`src/rtl/nibble_serial_add_ctrl.sv`:
```
// Serial wide adder front-end: streams one nibble per clock through an external 4-bit ripple_carry.
// Optional signed-overflow flag output enabled by defining NSA_OVF_EN.
module nibble_serial_add_ctrl #(
   parameter int NIBBLES = 4
) (
   input  logic                 clk,
   input  logic                 rst_n,
   input  logic                 in_valid,
   output logic                 in_ready,
   input  logic [4*NIBBLES-1:0] a,
   input  logic [4*NIBBLES-1:0] b,
   input  logic                 cin,
   output logic [3:0]           rca_x,
   output logic [3:0]           rca_y,
   output logic                 rca_z,
   input  logic [3:0]           rca_sum,
   input  logic                 rca_carry,
   output logic                 out_valid,
   input  logic                 out_ready,
   output logic [4*NIBBLES-1:0] result,
   output logic                 cout,
`ifdef NSA_OVF_EN
   output logic                 ovf,
`endif
   output logic                 busy
);

   localparam int W     = 4 * NIBBLES;
   localparam int IDX_W = (NIBBLES > 1) ? $clog2(NIBBLES) : 1;
   localparam logic [IDX_W-1:0] IDX_LAST = IDX_W'(NIBBLES - 1);

   typedef enum logic [1:0] {
      IDLE = 2'd0,
      RUN  = 2'd1,
      DONE = 2'd2
   } state_t;

   state_t           state, state_nxt;
   logic [IDX_W-1:0] idx;
   logic [W-1:0]     a_q, b_q;
   logic             carry_q;
   logic             accept, last;

   assign accept = (state == IDLE) && in_valid;
   assign last   = (state == RUN) && (idx == IDX_LAST);

   always_ff @(posedge clk or negedge rst_n) begin
      if (!rst_n) begin
         state   <= IDLE;
         idx     <= '0;
         a_q     <= '0;
         b_q     <= '0;
         carry_q <= 1'b0;
         result  <= '0;
         cout    <= 1'b0;
      end else begin
         state <= state_nxt;
         if (accept) begin
            a_q     <= a;
            b_q     <= b;
            carry_q <= cin;
            idx     <= '0;
            result  <= '0;
         end else if (state == RUN) begin
            result[{idx, 2'b00} +: 4] <= rca_sum;
            carry_q                   <= rca_carry;
            idx                       <= last ? '0 : idx + 1'b1;
            if (last)
               cout <= rca_carry;
         end
      end
   end

`ifdef NSA_OVF_EN
   // Signed overflow: operands agree in sign but the top nibble's sum bit disagrees.
   always_ff @(posedge clk or negedge rst_n) begin
      if (!rst_n)
         ovf <= 1'b0;
      else if (accept)
         ovf <= 1'b0;
      else if (last)
         ovf <= (a_q[W-1] == b_q[W-1]) && (rca_sum[3] != a_q[W-1]);
   end
`endif

   always_comb begin
      state_nxt = state;
      in_ready  = 1'b0;
      out_valid = 1'b0;
      busy      = 1'b0;
      rca_x     = 4'd0;
      rca_y     = 4'd0;
      rca_z     = 1'b0;
      case (state)
         IDLE: begin
            in_ready = 1'b1;
            if (in_valid)
               state_nxt = RUN;
         end
         RUN: begin
            busy  = 1'b1;
            rca_x = a_q[{idx, 2'b00} +: 4];
            rca_y = b_q[{idx, 2'b00} +: 4];
            rca_z = carry_q;
            if (idx == IDX_LAST)
               state_nxt = DONE;
         end
         DONE: begin
            busy      = 1'b1;
            out_valid = 1'b1;
            if (out_ready)
               state_nxt = IDLE;
         end
         default: state_nxt = IDLE;
      endcase
   end

endmodule
```
`config.mk`:
```
export PLATFORM = sky130hd
export DESIGN_NAME = nibble_serial_add_ctrl
export DESIGN_NICKNAME = d
export VERILOG_FILES = /design/src/rtl/nibble_serial_add_ctrl.sv
export SDC_FILE = /design/constraint.sdc
export NUM_CORES = 1
export LEC_CHECK = 0
export ABC_CLOCK_PERIOD_IN_PS = 2400
export CELL_PAD_IN_SITES_DETAIL_PLACEMENT = 1
export CELL_PAD_IN_SITES_GLOBAL_PLACEMENT = 2
export CORE_MARGIN = 5
export CORE_UTILIZATION = 29
export DETAILED_ROUTE_END_ITERATION = 10
export PLACE_DENSITY = 0.89
export SYNTH_ARGS = -nofsm -noshare
export SYNTH_HDL_FRONTEND = slang
export SYNTH_SLANG_ARGS = --single-unit
export TNS_END_PERCENT = 10
```
`constraint.sdc`:
```
create_clock -name clk -period 2.4 [get_ports clk]
set_clock_uncertainty 0.1 [all_clocks]
set_input_delay 0.36 -clock clk [delete_from_list [all_inputs] [get_ports clk]]
set_output_delay 0.36 -clock clk [all_outputs]
set_load 0.1 [all_outputs]
```
==> results.md <==
* Status: completed
* Post-Syn Area per Cell at 9.89 µm²
* Setup Crit Path Kind: reg -> out
* Peak supply drop at 580 µV
* RSZ-0062 raised after global routing: no
* Finished Layout Cells at 438
* CTS tree: done
* Vias in the first global route at 2,228
* Final setup fails at 0
* Max_cap viols at 0
* Antenna violations before repair at 0
* Cell total after placement at 429
* CP endpoint: rca_y[0]
* Final instance area at 3500 µm²
* Clock transition at path regs at 0.11 ns
* Via-to-Cell Ratio at 4.61
* Cell area after synthesis at 2520 µm²
* Setup crit start: idx[0]
* Data arrival time of the worst path at 1.79 ns
* R2R Path Start: idx[0]
* CORE AREA at 8590 µm²
* Max Fclk at 444 MHz
* Num CTS Buffers at 5
* Vias at 2,017
* Boundary Pins at 71
* Post-CTS Setup Inserts at 0
* LEAKAGE at 1.68 nW
* Cell count after synthesis at 255
* DPL Wire Length at 5170 µm
* CP max-delay cell: mux4_2
* Synth top area cells: dfrtp_1 (54%), nand2_1 (16%), mux4_2 (7.1%)
* Synth cell types at 28
* Die Y at 103 µm
* Slew HR at 54.4%
* Largest net degree at the start of global routing at 37
* Initial Util at 29.3%
* Clock Power Share at 11.4%
* Aggregate global routing overflow at 0
* Synth-to-Final Area Change at 39.0%
* Pre-antenna DRT Iters at 4
* Warnings, synthesis at 0
* Share of the synthesized area in the top cell type at 53.6%
* Reg2reg end: result[10]
* Layout cells sized above 1 at 18.5%
* Yosys top cell by area: dfrtp_1
* Final Max Slew Viols at 0
* Seq pwr share at 30.5%
* WP data required at 1.94 ns
* Switching Share at 49.0%
* CP max FO at 13
* Clk buf depth at 2
* Dpl cell area at 3400 µm²
* Clock root buffer: clkbuf_8
* Internal power at 2.38 mW
* Crit path cell chain: buf_4 > mux4_2 > and2_1 > buf_12
* Post-synthesis sequential area ratio at 53.6%
* NetSw at 2.29 mW
* Setup TNS Final at 0 ns
* Fin crit share at 93.8%
* Clk Latency, worst-skew pair at 0.31 ns
* Drc violations at 0
* WHS at 0.384 ns
* Rows at 34
* Synth Register Bits at 54
* Worst min path class: reg -> reg
* Die span in x at 103 µm
* R2r setup slk at 0.37 ns
* Critical Path Sink Type: output port
* # port buffers at 70
* Post-Route WL at 6560 µm
* Period minus WS final at 2.25 ns
* Largest stage delay, worst path at 0.51 ns
* # diodes at 0
* RePlAce Congestion at 0.727
* DRT antenna net count at 0
* First-pass GRT wire length at 10,900 µm
* Setup crit start kind: flop
* CTS Sinks at 54
* Fin nets at 380
* Die ar. at 10,700 µm²
* WL/cell at 15.0 µm
* Overall Power at 4.67 mW
* Comb power frac at 58.1%
* Reg2Reg Depth at 6
* Net count after synthesis at 306
* Gr usage total at 13.0%
* Detailed Route Iter0 Violations at 45
* Worst Tran Pin Value at 0.685 ns
* H-tree depth at 2
* Power Density at 1330 nW/µm²
* Hold Fails Final Rpt at 0
[critical path, delay by kind of cell, from the launching register on]
family | cells | cell delay (ns)
buffers and inverters | 2 | 0.40
DFF | 1 | 0.36
muxes | 1 | 0.51
and+or+nand+nor | 1 | 0.21
[cell usage after synthesis]
cell type / count
a21oi_1: 12
a222oi_1: 1
a22o_1: 8
and2_1: 10
and3b_1: 1
buf_1: 1
buf_2: 5
buf_6: 1
clkbuf_1: 6
dfrtp_1: 54
ha_1: 9
inv_1: 7
inv_2: 1
mux2_1: 1
mux2_2: 1
mux2i_1: 2
mux4_2: 8
nand2_1: 109
nand2b_1: 1
nand3_1: 1
nand3b_1: 1
nand4_1: 8
nor2_1: 2
nor3_1: 1
nor3b_1: 1
nor3b_2: 1
nor4b_2: 1
o21ai_0: 1
[placed cells by master (no fill, tap or decap), types with 2 or more instances in the layout]
cell,instances
inv_1,7
mux4_2,8
clkdlybuf4s50_1,40
nand2_1,109
buf_12,9
a22o_1,8
and2_1,9
a21oi_1,12
dfrtp_1,54
clkbuf_8,5
ha_1,8
nand4_1,8
nor2_1,2
buf_4,29
mux2i_1,2
[final cells by class]
| type | count | area, µm² |
|---|---|---|
| clock buffers | 5 | 68.8 |
| clock inverters | 3 | 25.0 |
| well taps | 108 | 135 |
| inverters | 8 | 30.0 |
| flip-flops and latches | 54 | 1350 |
| repair buffers | 80 | 813 |
| fillers | 1003 | 5090 |
| multi-input cells | 180 | 1080 |
[logic make-up after synthesis]
family                     after synthesis  synth area share [%]
and+or+nand+nor                        137                  23.7
DFF                                     54                  53.6
AOI/OAI and AO/OA                       22                  5.76
adders and majority gates                9                  4.47
buffers and inverters                   21                  3.67
muxes                                   12                  8.83
[metrics by stage]
step / util (%) / setup slack [ns]
after detailed placement: 39.5 / 0.304
final: 40.8 / 0.149
after floorplan: - / 0.0373
after CTS: 40.8 / 0.0299
after global routing: 40.8 / 0.0199
after global placement: 39.5 / 0.447
[how the worst min path moves through the flow]
stage | to | cells past startpoint | slack [ns] | start
floorplan | a_q[0] | 0 | -0.04 | rst_n
global placement | b_q[3] | 1 | 0.34 | rst_n
detailed placement | b_q[3] | 1 | 0.35 | rst_n
CTS | a_q[6] | 2 | 0.39 | a_q[6]
global route | a_q[5] | 2 | 0.41 | a_q[5]
finish | a_q[6] | 2 | 0.38 | a_q[6]
[layer usage]
layer	vias to the layer above	GRT usage, %	part of all wire [%]
li1	984	-	-
met1	981	16.9	44
met2	48	22.5	51
met3	4	2.88	4.7
met4	0	2.39	0.41
met5	-	0	0
[sequential cells by signal, summed over array words and instances (netlist names)]
signal / count
a_q: 16
result: 16
idx: 2
carry_q: 1
cout: 1
b_q: 16
state: 2
[power by group through the flow]
stage / combinational, mW / sequential [mW] / clock [mW]
global route: 2.92 / 1.47 / 0.601
finish: 2.71 / 1.43 / 0.535
global placement: 2.69 / 1.44 / 0
CTS: 2.75 / 1.43 / 0.565
detailed placement: 2.75 / 1.45 / 0
floorplan: 1.71 / 1.67 / 0
[what timing repair did]
item | 4_1_cts | 5_1_grt
resized for setup | 0 | 1
endpoints found under the hold margin | 19 | 0
hold buffers | 1 | 0
setup endpoints to repair | 0 | 3
No activity file was read; power rests on OpenSTA's default activity.
